==> src/rtl/alu_pkg.sv <==
// ============================================================================
// alu_pkg : shared types and constants for the ALU result capture stage
// Rev 1.0 : initial release
// ============================================================================
`default_nettype none

package alu_pkg;

  localparam int ALU_W      = 32;
  localparam int FIFO_DEPTH = 2;

  typedef struct packed {
    logic [ALU_W-1:0] s;
    logic             of;
    logic             cary;
    logic             eq;
    logic             zero;
  } alu_res_t;

endpackage

`default_nettype wire

==> src/rtl/alu_res_fifo2.sv <==
// ============================================================================
// alu_res_fifo2 : 2-entry FIFO of ALU result records, head driven from storage
// Rev 1.0 : initial release
// ============================================================================
`default_nettype none

module alu_res_fifo2
  import alu_pkg::*;
#(
  parameter type T = alu_res_t
) (
  input  logic clk,
  input  logic rst_n,
  input  logic i_push,
  input  logic i_pop,
  input  T     i_data,
  output T     o_head,
  output logic o_full,
  output logic o_empty
);

  localparam int c_cnt_w = $clog2(FIFO_DEPTH + 1);

  T                   r_mem [FIFO_DEPTH];
  logic               r_wr_ptr;
  logic               r_rd_ptr;
  logic [c_cnt_w-1:0] r_count;

  assign o_full  = (r_count == c_cnt_w'(FIFO_DEPTH));
  assign o_empty = (r_count == '0);
  assign o_head  = r_mem[r_rd_ptr];

  always_ff @(posedge clk or negedge rst_n) begin
    if (!rst_n) begin
      for (int i = 0; i < FIFO_DEPTH; i++) begin
        r_mem[i] <= '0;
      end
      r_wr_ptr <= 1'b0;
      r_rd_ptr <= 1'b0;
      r_count  <= '0;
    end else begin
      if (i_push) begin
        r_mem[r_wr_ptr] <= i_data;
        r_wr_ptr        <= ~r_wr_ptr;
      end
      if (i_pop) begin
        r_rd_ptr <= ~r_rd_ptr;
      end
      // A simultaneous push and pop leaves the occupancy unchanged.
      case ({i_push, i_pop})
        2'b10:   r_count <= r_count + 1'b1;
        2'b01:   r_count <= r_count - 1'b1;
        default: r_count <= r_count;
      endcase
    end
  end

endmodule

`default_nettype wire

==> src/rtl/alu_result_stage.sv <==
// ============================================================================
// alu_result_stage : registered valid/ready capture of sll_ALU results with
// zero flag and saturating overflow counter. Option: ALU_RESULT_STICKY_EN.
// Rev 1.0 : initial release
// ============================================================================
`default_nettype none

module alu_result_stage
  import alu_pkg::*;
#(
  parameter int W     = ALU_W,
  parameter int CNT_W = 16
) (
  input  logic             clk,
  input  logic             rst_n,
  input  logic             in_valid,
  output logic             in_ready,
  input  logic [W-1:0]     in_s,
  input  logic             in_of,
  input  logic             in_cary,
  input  logic             in_eq,
  output logic             out_valid,
  input  logic             out_ready,
  output logic [W-1:0]     out_s,
  output logic             out_of,
  output logic             out_cary,
  output logic             out_eq,
  output logic             out_zero,
  output logic [CNT_W-1:0] ovf_cnt,
`ifdef ALU_RESULT_STICKY_EN
  output logic             sticky_of,
  output logic             sticky_cary,
`endif
  input  logic             clr_cnt
);

  typedef struct packed {
    logic [W-1:0] s;
    logic         of;
    logic         cary;
    logic         eq;
    logic         zero;
  } res_t;

  res_t             w_in;
  res_t             w_head;
  logic             w_full;
  logic             w_empty;
  logic             w_push;
  logic             w_pop;
  logic [CNT_W-1:0] r_ovf_cnt;

  // Ready depends only on registered occupancy, never on out_ready.
  assign in_ready  = ~w_full;
  assign out_valid = ~w_empty;
  assign w_push    = in_valid & in_ready;
  assign w_pop     = out_valid & out_ready;

  assign w_in.s    = in_s;
  assign w_in.of   = in_of;
  assign w_in.cary = in_cary;
  assign w_in.eq   = in_eq;
  assign w_in.zero = (in_s == '0);

  alu_res_fifo2 #(
    .T (res_t)
  ) u_fifo (
    .clk     (clk),
    .rst_n   (rst_n),
    .i_push  (w_push),
    .i_pop   (w_pop),
    .i_data  (w_in),
    .o_head  (w_head),
    .o_full  (w_full),
    .o_empty (w_empty)
  );

  assign out_s    = w_head.s;
  assign out_of   = w_head.of;
  assign out_cary = w_head.cary;
  assign out_eq   = w_head.eq;
  assign out_zero = w_head.zero;

  always_ff @(posedge clk or negedge rst_n) begin
    if (!rst_n) begin
      r_ovf_cnt <= '0;
    end else if (clr_cnt) begin
      r_ovf_cnt <= '0;
    end else if (w_push && in_of && (r_ovf_cnt != '1)) begin
      r_ovf_cnt <= r_ovf_cnt + 1'b1;
    end
  end

  assign ovf_cnt = r_ovf_cnt;

`ifdef ALU_RESULT_STICKY_EN
  logic r_sticky_of;
  logic r_sticky_cary;

  always_ff @(posedge clk or negedge rst_n) begin
    if (!rst_n) begin
      r_sticky_of   <= 1'b0;
      r_sticky_cary <= 1'b0;
    end else if (clr_cnt) begin
      r_sticky_of   <= 1'b0;
      r_sticky_cary <= 1'b0;
    end else if (w_push) begin
      r_sticky_of   <= r_sticky_of   | in_of;
      r_sticky_cary <= r_sticky_cary | in_cary;
    end
  end

  assign sticky_of   = r_sticky_of;
  assign sticky_cary = r_sticky_cary;
`endif

endmodule

`default_nettype wire

==> config.mk <==
export PLATFORM = sky130hd
export DESIGN_NAME = alu_result_stage
export DESIGN_NICKNAME = d
export VERILOG_FILES = /design/src/rtl/alu_pkg.sv /design/src/rtl/alu_res_fifo2.sv /design/src/rtl/alu_result_stage.sv
export SDC_FILE = /design/constraint.sdc
export NUM_CORES = 1
export LEC_CHECK = 0
export CAP_MARGIN = 10
export CORE_UTILIZATION = 25
export DETAILED_ROUTE_END_ITERATION = 10
export PLACE_DENSITY = 0.45
export SLEW_MARGIN = 10
export SYNTH_ARGS = -nofsm -noshare
export SYNTH_HDL_FRONTEND = slang
export SYNTH_SLANG_ARGS = --single-unit
==> constraint.sdc <==
create_clock -name clk -period 2.59 [get_ports clk]
set_input_delay 0.518 -clock clk [delete_from_list [all_inputs] [get_ports clk]]
set_output_delay 0.518 -clock clk [all_outputs]
set_load 0.005 [all_outputs]
; Word level (Yosys, flattened, before mapping)
; Index checks and enable logic that the tools add are counted.
[op_classes]
n_addsub = 3
order_cmp = 3
eq_ne = 4
mux = 9
bitwise_logic = 8
reduce_logical = 7
[ops]
columns = operator, n
row1 = 36-bit 2-to-1 mux, 4
row2 = 72-bit bitwise mux, 1
row3 = 36-bit demux with 1-bit select, 1
row4 = 32-bit zero test, 1
row5 = 16-bit 2-to-1 mux, 2
row6 = 16-bit by 1-bit adder with 16-bit output (second input constant), 1
row7 = 16-bit != test (second input constant), 1
row8 = 2-bit == test (second input constant), 2
row9 = 2-bit greater-or-equal comparator (second input constant), 2
row10 = 1-bit NOT, 4
row11 = 1-bit NOT with 2-bit output, 2
row12 = 2-bit case mux with 2 select lines, 1
row13 = 2-bit nonzero test, 2
row14 = 1-bit logical AND, 3
row15 = 2-bit by 1-bit adder with 2-bit output (second input constant), 1
row16 = 1-bit AND, 2
row17 = 2-bit by 1-bit == test with 1-bit output (second input constant), 1
row18 = 2-bit zero test, 1
row19 = 2-bit by 1-bit < comparator with 1-bit output (second input constant), 1
row20 = 2-bit by 1-bit subtractor with 2-bit output (second input constant), 1
[totals]
regBits = 92
out_inout_bits = 54

; Logic depth before layout (Yosys ltp)
; Gate-level depths: netlist of the first run.
[logic_depth]
depth_word = 7
ltp_mapped = 7
ltp_nobuf = 6

; Hierarchy
; From an unflattened synthesis of the first run, not the netlist that was laid out.
[hier_totals]
cells_unflattened = 328
area_unflattened_um2 = 4371.7
[by_module_without_submodules]
columns = module, instances, cells_per_inst, area_each_um2, seq_area_each_um2
row1 = alu_res_fifo2, 1, 206, 3310.7, 1901.8
row2 = alu_result_stage, 1, 122, 1061.0, 400.4

; Least setup slack after synthesis of the first run
; Ideal clock, no wire load.
[synth_path]
path_kind = flip-flop to output port
start = reg u_fifo.r_rd_ptr
end = out out_cary
arrival_ns = 1.364
t_required_ns = 2.072
path_slack_ns = 0.708
path_stages_with_launch = 4
path_buffers = 2
cell_sequence = dfrtp_1 -> clkbuf_1 -> clkbuf_1 -> mux2_2
[synth_between]
elab_chain_len = 4
[synth_rtl]
columns = element, line_no
row1 = from (decl), alu_res_fifo2.sv:26  ; logic r_rd_ptr;
row2 = from (signal assigned), alu_res_fifo2.sv:47  ; r_rd_ptr <= ~r_rd_ptr;
row3 = 1-bit NOT with 2-bit output (implied by the code), alu_res_fifo2.sv:31  ; assign o_head = r_mem[r_rd_ptr];
row4 = 36-bit 2-to-1 mux (implied by the code) (3 in series), alu_res_fifo2.sv:31
row5 = to (decl), alu_result_stage.sv:26  ; output logic out_cary,
; Every way passes these cells. The select of a mux whose other input is x is not followed.

; Final worst setup path of the first run
[layout_path]
start = reg u_fifo.r_rd_ptr
end = out out_s[0]
[layout_between]
elab_chain_len = 4
[layout_rtl]
columns = element, line_no
row1 = 1-bit NOT with 2-bit output (implied by the code), alu_res_fifo2.sv:31
row2 = 36-bit 2-to-1 mux (implied by the code) (3 in series), alu_res_fifo2.sv:31
row3 = to (decl), alu_result_stage.sv:24  ; output logic [W-1:0] out_s,
; Every way passes these cells. The select of a mux whose other input is x is not followed.

==> results of run 1 <==
==> per-layer routing <==
layer / track usage (%) / share of wire, % / wire (µm) / vias up
met5: 0 / 0 / 0 / -
met4: 4.85 / 2.0 / 211 / 0
met3: 3.72 / 5.2 / 540 / 17
met2: 19.1 / 44 / 4590 / 79
met1: 17.0 / 49 / 5140 / 1484
li1: - / - / - / 1387
==> final cells by class <==
| cell class | instances | area, µm² | area share, % |
|---|---|---|---|
| timing repair buffer | 101 | 1030 | 17.5 |
| inverter | 5 | 18.8 | 0.319 |
| multi-input combinational | 208 | 1900 | 32.3 |
| clock buffer | 12 | 256 | 4.37 |
| clock inverter | 4 | 95.1 | 1.62 |
| sequential | 92 | 2300 | 39.2 |
| tap | 220 | 275 | 4.69 |
==> worst max-delay path by stage <==
stage / endpoint / start / depth (start not counted)
after floorplan: out_cary / u_fifo.r_rd_ptr / 3
after global placement: ovf_cnt[9] / in_of / 5
after detailed placement: ovf_cnt[9] / in_of / 5
after CTS: out_s[0] / u_fifo.r_rd_ptr / 3
after global routing: out_cary / u_fifo.r_rd_ptr / 3
final: out_s[0] / u_fifo.r_rd_ptr / 3
==> sequential cells by signal, indices dropped and copies added (netlist names) <==
name and flops:
ovf_cnt 16, u_fifo.r_wr_ptr 1, u_fifo.r_count 2, u_fifo.r_mem 72
u_fifo.r_rd_ptr 1
==> cells in the final DEF (no fill, tap or decap), types with 3 or more instances in the layout <==
| cell | instances |
|---|---|
| mux2_2 | 80 |
| nand2_1 | 5 |
| nand3_1 | 6 |
| o31ai_1 | 8 |
| nand4_1 | 8 |
| xnor2_1 | 3 |
| clkbuf_16 | 9 |
| nor4_1 | 10 |
| and2_1 | 3 |
| a21oi_1 | 11 |
| clkdlybuf4s50_1 | 92 |
| nor2_1 | 5 |
| bufinv_16 | 3 |
| buf_12 | 3 |
| mux2_1 | 30 |
| or4_1 | 9 |
| buf_4 | 6 |
| dfrtp_1 | 91 |
| inv_1 | 5 |
==> power by group <==
part	internal, mW	switching, mW	leakage, nW
clock network	0.995	0.539	0.173
registers	2.04	0.278	1.12
logic	1.79	0.984	1.02
total	4.83	1.80	2.31
==> through the flow <==
stage | area (µm²) | total power [mW]
floorplan | 4280 | 3.77
global route | 5870 | 7.07
CTS | 5870 | 6.76
global placement | 5520 | 5.12
finish | 5870 | 6.63
detailed placement | 5520 | 5.17
==> worst reg2reg max path, cell delays in order, from the launching register on <==
cell and delay, ns:
dfrtp_1 0.47, ha_1 0.28, nand4_1 0.33, or4_1 0.65
a311oi_1 0.28
==> cells by family (layout without fill, tap and decap cells) <==
kind of cell / count (synthesis) / count (layout) / share of synthesized area, %
xor gates and xnor gates: 5 / 5 / 1.02
adders and majority gates: 2 / 2 / 0.585
and+or+nand+nor: 63 / 63 / 9.45
AOI/OAI and AO/OA: 28 / 28 / 4.27
DFF: 92 / 92 / 53.8
muxes: 110 / 110 / 29.0
buffers and inverters: 19 / 122 / 1.90
==> metrics.md, run 1 <==
| Metric | Value |
|---|---|
| Status | `finished clean` |
| Initial Util | `25.7%` |
| Post-synth top area share | `53.8%` |
| Via count | `2967` |
| Die height | `133 µm` |
| Worst-path clk slew | `0.06 ns` |
| DPL Wire Length | `7.26 mm` |
| Register area share after synthesis | `53.8%` |
| Final hold vios | `0` |
| Mapped Nets | `361` |
| Yosys reg bits | `92` |
| Drt initial violations | `159` |
| Hold Crit Class | `in -> async` |
| Fillers | `1614` |
| Synth top area cells | `dfrtp_1 54%, mux2_2 21%, mux2_1 7.9%` |
| CTS buffer count | `9` |
| Full die area | `0.0176 mm²` |
| Cell Count, Final, Fillers Out | `642` |
| Lkg Pwr | `2.31 nW` |
| Critical R2R Capture | `ovf_cnt[15]` |
| YS warnings | `0` |
| Drt total wl | `10.5 mm` |
| Post-CTS setup buffer count | `0` |
| Site row count | `47` |
| Worst-case clock buffer depth | `2` |
| First-pass GRT wire length | `17.0 mm` |
| Delay-heaviest family, CP | `buffers and inverters` |
| Peak Freq | `421 MHz` |
| GRT Total Usage | `12.7%` |
| Top cells by count, synth | `92 x dfrtp_1, 80 x mux2_2, 30 x mux2_1, 11 x a21oi_1, 10 x nor4_1` |
| Ys async rst share | `100%` |
| Post-Syn Instances | `319` |
| Required time of the critical path | `2.07 ns` |
| # setup viols final | `0` |
| CTS tree | `yes` |
| Post-layout util | `35.3%` |
| Yosys top cell by area | `dfrtp_1` |
| Number of enable flip-flop cells after synthesis | `0` |
| Worst-Margin Slew | `0.563 ns` |
| Worst R2R Start | `ovf_cnt[0]` |
| Max stage delay on crit path | `0.48 ns` |
| Unrepaired setup endpoints after global routing | `false` |
| Crit end category | `output port` |
| Post-synth top flop | `dfrtp_1` |
| Layout Nets | `459` |
| Worst-Skew Late Latency | `0.34 ns` |
| Yosys cell types | `38` |
| WS Path Type | `reg -> out` |
| I/O pins | `94` |
| Layout cells sized above 1 | `26.5%` |
| Vias in the first global route | `3203` |
| Hold slack | `0.173 ns` |
| Area growth syn-to-layout | `37.3%` |
| Clock root buffer master | `clkbuf_16` |
| P per Cell Area | `1130 mW/mm²` |
| Worst clock skew | `0.00373 ns` |
| DR DRC count | `0` |
| Gpl congestion | `0.804` |
| # hold bufs at CTS | `0` |
| Die W | `133 µm` |
| Count leader, synth | `dfrtp_1` |
| Antenna violations before repair | `0` |
| CTS sink count | `92` |
| 1st-pass router iterations | `4` |
| GRT overflow | `0` |
| Minimum clock period | `2.37 ns` |
| Arr. time, crit path | `1.86 ns` |
| IO Port Bufs | `93` |
| Slew Viols, Final | `0` |
| Number of nets still failing antenna checks after routing | `0` |
| VDD IR max | `308 µV` |
| Setup_tns | `0 ns` |
| DR WL/cell | `16.3 µm` |
| Largest net degree at the start of global routing | `43` |
| CP cell instances | `buf_4 -> mux2_2 -> clkdlybuf4s50_1` |
| Buf/Inv on CP | `2` |
| Vias per inst | `4.62` |
| Mean Syn Cell Area | `13.4 µm²` |
| Resized Gates After CTS | `0` |
| Setup crit start kind | `flip-flop` |
| Top fanout value on the critical path | `20` |
| Reg-to-reg slack, setup | `0.48 ns` |
| Max-slew headroom | `62.5%` |
| Max_cap viols | `0` |
| Max H-tree Level | `3` |
| Post-Syn Area | `0.00428 mm²` |
| Worst reg2reg path depth | `4` |
| Ant. Diodes | `0` |
| Crit-path slowest cell | `clkdlybuf4s50_1` |
| Placed cell count | `626` |
| Final setup margin | `0.216 ns` |
| Core area | `0.0166 mm²` |
| Final period util | `91.7%` |
| Pre-CTS setup slack | `0.284 ns` |
(Power assumes the default switching activity.)
==> inputs of run 2 (changes only) <==
- ABC_AREA: not set -> 1
==> run 2 against run 1 <==
Compared with the run above: sequential share of layout area shrank 0.49 points; global-route usage rose by 0.93 points; clock-buffer cell count fell by 1; critical path type unchanged; largest power group unchanged.
==> metrics.md, run 2 <==
| Metric | Value |
|---|---|
| Max reg flops | `72 (unchanged)` |
| Worst-Skew Late Latency | `0.35 ns (about the same)` |
| CTS sink count | `92 (unchanged)` |
| Reg-to-reg slack, setup | `0.86 ns (+0.38 ns)` |
| Max H-tree Level | `3 (unchanged)` |
| Yosys reg bits | `92 (unchanged)` |
| DR WL/cell | `12.9 µm (-21%)` |
| Crit-path slowest cell | `dfrtp_4` |
| Die height | `136 µm (+2.5%)` |
| Critical Path End | `out_of` |
| Slew Viols, Final | `0 (unchanged)` |
| Buf/Inv on CP | `2 (unchanged)` |
| Arr. time, crit path | `1.95 ns (+0.09 ns)` |
| Yosys cell types | `25 (-34%)` |
| Area growth syn-to-layout | `32.5%` |
| WL met2 | `5.28 mm (+15%)` |
| # setup viols final | `0 (unchanged)` |
| Max-slew headroom | `47.9% (-15 points)` |
| Yosys top cell by area | `dfrtp_1` |
| Drt initial violations | `205 (+29%)` |
| Tot Pwr | `6.01 mW (-9.3%)` |
| Drt total wl | `11.7 mm (+11%)` |
| Commonest non-fill, non-tap cell in the layout | `nand2_1` |
| Worst R2R Start | `ovf_cnt[0]` |
| First-pass GRT wire length | `19.5 mm (+14%)` |
| Critical R2R Capture | `ovf_cnt[14]` |
| Cell Count, Final, Fillers Out | `905 (+41%)` |
| Max Used Layer | `met4` |
| Peak Freq | `405 MHz (-3.8%)` |
| P per Cell Area | `1010 mW/mm² (-11%)` |
| CTS buffer count | `9 (unchanged)` |
| Ant. Diodes | `0 (unchanged)` |
| Gpl congestion | `0.780 (-3.0%)` |
| Clock Power Share | `20.7% (-2.5 points)` |
| Number of enable flip-flop cells after synthesis | `0 (unchanged)` |
| Minimum clock period | `2.47 ns (+0.0948 ns)` |
| Register area share after synthesis | `51.2% (-2.6 points)` |
| Most flops, register | `u_fifo.r_mem` |
| Top cells by count, synth | `224 x nand2_1, 92 x dfrtp_1, 69 x inv_1, 64 x o21ai_0, 30 x nor2_1` |
| CTS tree | `yes` |
| Full die area | `0.0185 mm² (+5.0%)` |
| Placed cell count | `888 (+42%)` |
| Cell-internal power | `3.90 mW (-19%)` |
| Worst reg2reg path depth | `9 (+5)` |
| M1 WL | `5.69 mm (+11%)` |
| Crit path depth | `3 (unchanged)` |
| Fillers | `1849 (+15%)` |
| Ys async rst share | `100% (unchanged)` |
| Setup crit start kind | `flip-flop` |
| Crit end category | `output port` |
| Launch point of the worst path | `u_fifo.r_rd_ptr` |
| Worst-path clk slew | `0.07 ns (about the same)` |
| Worst-case clock buffer depth | `2 (unchanged)` |
| Max stage delay on crit path | `0.58 ns (+0.10 ns)` |
| Flop pwr share | `38.1% (+3.1 points)` |
| Post-synth top area share | `51.2% (-2.6 points)` |
| Most frequent cells in the layout | `224 x nand2_1, 92 x clkdlybuf4s50_1, 91 x dfrtp_1` |
| Unrepaired setup endpoints after global routing | `false` |
| WS Path Type | `reg -> out` |
| DPL Wire Length | `8.25 mm (+14%)` |
| Post-Syn Instances | `587 (+84%)` |
| Number of nets still failing antenna checks after routing | `0 (unchanged)` |
| Initial Util | `25.8% (+0.10 points)` |
| Top fanout value on the critical path | `15 (-25%)` |
| Max_cap viols | `0 (unchanged)` |
| Post-Syn Area | `0.00449 mm² (+5.1%)` |
| GRT Total Usage | `13.6% (+0.93 points)` |
| VDD IR max | `399 µV (+30%)` |
| Vias per inst | `4.32 (-6.5%)` |
| Worst-Margin Slew | `0.780 ns (+0.218 ns)` |
| IO Port Bufs | `93 (unchanged)` |
| Via count | `3911 (+32%)` |
| Post-synth top flop | `dfrtp_1` |
| Required time of the critical path | `2.07 ns (about the same)` |
| # hold bufs at CTS | `0 (unchanged)` |
| Vias in the first global route | `3931 (+23%)` |
| Site row count | `48 (+2.1%)` |
| Lkg Pwr | `2.79 nW (+21%)` |
| Layout Nets | `717 (+56%)` |
| Switching Fraction | `35.1% (+7.9 points)` |
| Mapped Nets | `629 (+74%)` |
| Final period util | `95.3% (+3.7 points)` |
| Combinational power share | `41.2% (-0.6 points)` |
| Delay-heaviest family, CP | `buffers and inverters` |
| WL met3 | `585 µm (+8.3%)` |
| Layout cells sized above 1 | `5.88% (-21 points)` |
| Synth top area cells | `dfrtp_1 51%, nand2_1 19%, o21ai_0 7.1%` |
| CP cell instances | `buf_4 -> o21ai_0 -> clkdlybuf4s50_1` |
| YS warnings | `0 (unchanged)` |
| GRT overflow | `0 (unchanged)` |
| Final hold vios | `0 (unchanged)` |
| Core area | `0.0174 mm² (+4.7%)` |
| 1st-pass router iterations | `6 (+2)` |
| Clock root buffer master | `clkbuf_16` |
| Count leader, synth | `nand2_1` |
| Status | `finished clean` |
| Antenna violations before repair | `0 (unchanged)` |
| Worst clock skew | `0.00888 ns (+0.00515 ns)` |
| Die W | `136 µm (+2.5%)` |
| Hold Crit Class | `in -> async` |
| I/O pins | `94 (unchanged)` |
| Mean Syn Cell Area | `7.66 µm² (-43%)` |
| Largest net degree at the start of global routing | `53 (+23%)` |
| Sw Pwr | `2.11 mW (+17%)` |
| DR DRC count | `0 (unchanged)` |
| Setup_tns | `0 ns (unchanged)` |
## run 2: routing by layer
| metal | vias up | GRT usage, % |
|---|---|---|
| met3 | 8 | 3.58 |
| met5 | - | 0 |
| met2 | 82 | 21.4 |
| met4 | 0 | 3.95 |
| li1 | 1997 | - |
| met1 | 1824 | 18.2 |
## run 2: per-stage QoR
stage | hold WS, ns | utilization (%) | area [µm²] | worst slack [ns]
2_1_floorplan | 0.222 | - | 4490 | 1.11
3_3_place_gp | 0.453 | 32.5 | 5670 | 0.359
3_5_place_dp | 0.461 | 32.5 | 5670 | 0.355
4_1_cts | 0.151 | 34.2 | 5950 | 0.0805
5_1_grt | 0.165 | 34.2 | 5960 | 0.0187
6_report | 0.130 | 34.2 | 5960 | 0.121
## run 2: repair_timing
item                       CTS  global route
buffers inserted             0             1
setup endpoints to repair    2             4
resized for setup            2             1
pin swaps                    0             0
## run 2: power by group through the flow
| stage | Clock (mW) | Combinational [mW] | Sequential (mW) |
|---|---|---|---|
| 2_1_floorplan | 0 | 1.31 | 2.19 |
| 3_3_place_gp | 0 | 2.45 | 2.33 |
| 3_5_place_dp | 0 | 2.48 | 2.33 |
| 4_1_cts | 1.30 | 2.50 | 2.31 |
| 5_1_grt | 1.36 | 2.83 | 2.37 |
| 6_report | 1.25 | 2.48 | 2.29 |
## run 2: worst register-to-register path, stage by stage, from the launching register on
cell	delay, ns
dfrtp_1	0.41
ha_1	0.24
nand2_2	0.09
nor2_4	0.18
nand2_4	0.09
nor2_4	0.13
nor2_4	0.10
nor2_4	0.27
nand2_1	0.09
nand2_1	0.08
## run 2: logic make-up (layout without fill, tap and decap cells)
kind of cell             count (synthesis)  count (layout)  synth area share [%]
flip-flops                              92              92                  51.2
buffers and inverters                   96             189                  8.77
AND/OR/NAND/NOR                        300             300                  28.0
AO/OA/AOI/OAI                           90              90                  10.1
XOR/XNOR                                 7               7                  1.36
adder cells (fa/ha/maj)                  2               2                 0.557
## run 2: layout make-up
type	instances	area [µm²]	area share [%]
Clock buffer	11	243	4.08
Clock inverter	5	35.0	0.588
Inverter	71	267	4.47
Multi-Input combinational cell	399	1800	30.3
Sequential cell	92	2310	38.7
Tap cell	225	282	4.73
Timing Repair Buffer	102	1020	17.1
## run 2: worst min-delay path by stage
stage / startpoint / end / slack, ns / cells past startpoint
floorplan: rst_n / ovf_cnt[0] / 0.22 / 0
global placement: u_fifo.r_mem[3] / u_fifo.r_mem[3] / 0.45 / 2
detailed placement: u_fifo.r_mem[3] / u_fifo.r_mem[3] / 0.46 / 2
CTS: rst_n / u_fifo.r_count[1] / 0.15 / 1
global route: rst_n / u_fifo.r_count[1] / 0.17 / 1
finish: rst_n / u_fifo.r_count[1] / 0.13 / 1
==> inputs of run 3 (changes only) <==
- CELL_PAD_IN_SITES_DETAIL_PLACEMENT: not set -> 0
- CELL_PAD_IN_SITES_GLOBAL_PLACEMENT: not set -> 1
- PLACE_DENSITY: 0.45 -> 0.58
==> run 3 against run 2 <==
Compared with the run above: die area unchanged; cell count down 0.22%; clock skew down 0.0020 ns; global-route usage up 0.48 points; utilization up 0.11 points; first-iteration DRC count down 2.9%; fmax up 0.27%; total power up 2.7%; clock power up 15%; wire length up 3.4%; largest cell class unchanged; largest power group unchanged.
==> metrics.md, run 3 (synthesized netlist as in run 2, its figures left out) <==
| Metric | Value |
|---|---|
| Largest net degree at the start of global routing | `73 (+38%)` |
| Layout Nets | `716 (-0.14%)` |
| Max stage delay on crit path | `0.58 ns (about the same)` |
| Core area | `0.0174 mm² (unchanged)` |
| Clock root buffer master | `clkbuf_16` |
| Vias per inst | `4.33 (+0.27%)` |
| Worst-Margin Slew | `0.834 ns (+0.0542 ns)` |
| Max_cap viols | `0 (unchanged)` |
| Final period util | `95.1% (-0.26 points)` |
| Max reg flops | `72 (unchanged)` |
| # setup viols final | `0 (unchanged)` |
| Required time of the critical path | `2.07 ns (about the same)` |
| Drt total wl | `12.1 mm (+3.4%)` |
| Gpl congestion | `0.766 (-1.7%)` |
| DR WL/cell | `13.4 µm (+3.7%)` |
| Die W | `136 µm (unchanged)` |
| CTS buffer count | `9 (unchanged)` |
| Ant. Diodes | `0 (unchanged)` |
| Worst-case clock buffer depth | `2 (unchanged)` |
| Area growth syn-to-layout | `32.9%` |
| IO Port Bufs | `93 (unchanged)` |
| Arr. time, crit path | `1.94 ns (about the same)` |
| Site row count | `48 (unchanged)` |
| VDD IR max | `383 µV (-4.1%)` |
| Max-slew headroom | `44.3% (-3.6 points)` |
| First-pass GRT wire length | `19.9 mm (+2.3%)` |
| Cell Count, Final, Fillers Out | `903 (-0.22%)` |
| 1st-pass router iterations | `4 (-2)` |
| GRT Total Usage | `14.1% (+0.48 points)` |
| Vias in the first global route | `3875 (-1.4%)` |
| Initial Util | `25.8% (unchanged)` |
| Peak Freq | `406 MHz (+0.27%)` |
| Worst-Skew Late Latency | `0.34 ns (about the same)` |
| Unrepaired setup endpoints after global routing | `false` |
| Slew Viols, Final | `0 (unchanged)` |
| Lkg Pwr | `2.80 nW (+0.35%)` |
| I/O pins | `94 (unchanged)` |
| Most frequent cells in the layout | `224 x nand2_1, 92 x clkdlybuf4s50_1, 91 x dfrtp_1` |
| CP cell instances | `buf_4 -> o21ai_0 -> clkdlybuf4s50_1` |
| Final hold vios | `0 (unchanged)` |
| Layout cells sized above 1 | `5.60% (-0.28 points)` |
| CTS tree | `yes` |
| CTS sink count | `92 (unchanged)` |
| Post-CTS setup buffer count | `0 (unchanged)` |
| Delay-heaviest family, CP | `buffers and inverters` |
| Hold Crit Class | `in -> async` |
| Worst clock skew | `0.00686 ns (-0.00202 ns)` |
| Placed cell count | `888 (unchanged)` |
| Worst-path clk slew | `0.06 ns (about the same)` |
| Minimum clock period | `2.46 ns (-0.00672 ns)` |
| Max H-tree Level | `3 (unchanged)` |
| Via count | `3913 (+0.051%)` |
| Full die area | `0.0185 mm² (unchanged)` |
| Drt initial violations | `199 (-2.9%)` |
| Hold slack | `0.140 ns (+0.00970 ns)` |
| P per Cell Area | `1030 mW/mm² (+2.4%)` |
| Crit end category | `output port` |
| Most flops, register | `u_fifo.r_mem` |
| Setup_tns | `0 ns (unchanged)` |
| Top fanout value on the critical path | `25 (+10)` |
| Post-layout util | `34.3% (+0.11 points)` |
| Die height | `136 µm (unchanged)` |
| Antenna violations before repair | `0 (unchanged)` |
| Crit-path slowest cell | `dfrtp_4` |
| GRT overflow | `0 (unchanged)` |
| Number of nets still failing antenna checks after routing | `0 (unchanged)` |
| Buf/Inv on CP | `2 (unchanged)` |
| Setup crit start kind | `flip-flop` |
| DPL Wire Length | `8.37 mm (+1.5%)` |
| WS Path Type | `reg -> out` |
| Status | `finished clean` |
| DR DRC count | `0 (unchanged)` |
| Commonest non-fill, non-tap cell in the layout | `nand2_1` |
-- run 3: cell count changes in the layout (fill, tap and decap cells not counted) --
cell        previous run  this run
clkinv_2               2         1
clkinvlp_4             1         0
bufinv_16              0         2
inv_6                  1         0
o21ai_0               62        64
buf_12                 2         1
o21ai_1               26        24
-- run 3: worst paths after layout --
kind | end | startpoint | slack, ns | cells past startpoint
setup / recovery | out_of | u_fifo.r_rd_ptr | 0.13 | 3
hold / removal | u_fifo.r_count[1] | rst_n | 0.14 | 1
setup reg to reg | ovf_cnt[14] | ovf_cnt[0] | 0.84 | 9
hold reg to reg | u_fifo.r_mem[31] | u_fifo.r_mem[31] | 0.47 | 2
max in group asynchronous | u_fifo.r_mem[51] | rst_n | 1.76 | 2
min in group clk | u_fifo.r_mem[31] | u_fifo.r_mem[31] | 0.47 | 2
-- run 3: metal layers --
| metal | vias up | wire [µm] | GRT usage, % |
|---|---|---|---|
| met5 | - | 0 | 0 |
| li1 | 2000 | - | - |
| met3 | 10 | 581 | 2.68 |
| met4 | 0 | 145 | 5.68 |
| met2 | 96 | 5350 | 21.3 |
| met1 | 1807 | 6020 | 19.6 |
-- run 3: power by group --
part	internal, mW	switching (mW)
Combinational	1.20	1.26
Clock	0.868	0.568
Sequential	2.00	0.286
-- run 3: timing repair --
item,CTS,global route
resized for setup,0,1
hold buffers,0,0
endpoints found under the setup margin,0,7
-- run 3: cell type report --
class	count	area, µm²
Tap cell	225	282
Clock buffer	11	243
Fill cell	1848	11400
Inverter	71	267
Timing Repair Buffer	101	1000
Multi-Input combinational cell	399	1800
Sequential cell	92	2310
Clock inverter	4	73.8
-- run 3: worst reg2reg max path, stage by stage, from the launching register on --
cell     delay [ns]
dfrtp_1        0.42
ha_1           0.26
nand2_2        0.11
nor2_4         0.06
nand2_4        0.09
nor2_4         0.05
nor2_4         0.36
nor2_4         0.15
nand2_1        0.09
nand2_1        0.05
-- run 3: through the flow --
step | instance area (µm²) | total power [mW] | setup slack, ns
finish | 5970 | 6.17 | 0.127
global route | 5970 | 6.69 | 0.00612
CTS | 5970 | 6.29 | 0.0996
detailed placement | 5660 | 4.80 | 0.438
global placement | 5660 | 4.76 | 0.465
floorplan | 4490 | 3.50 | 1.11
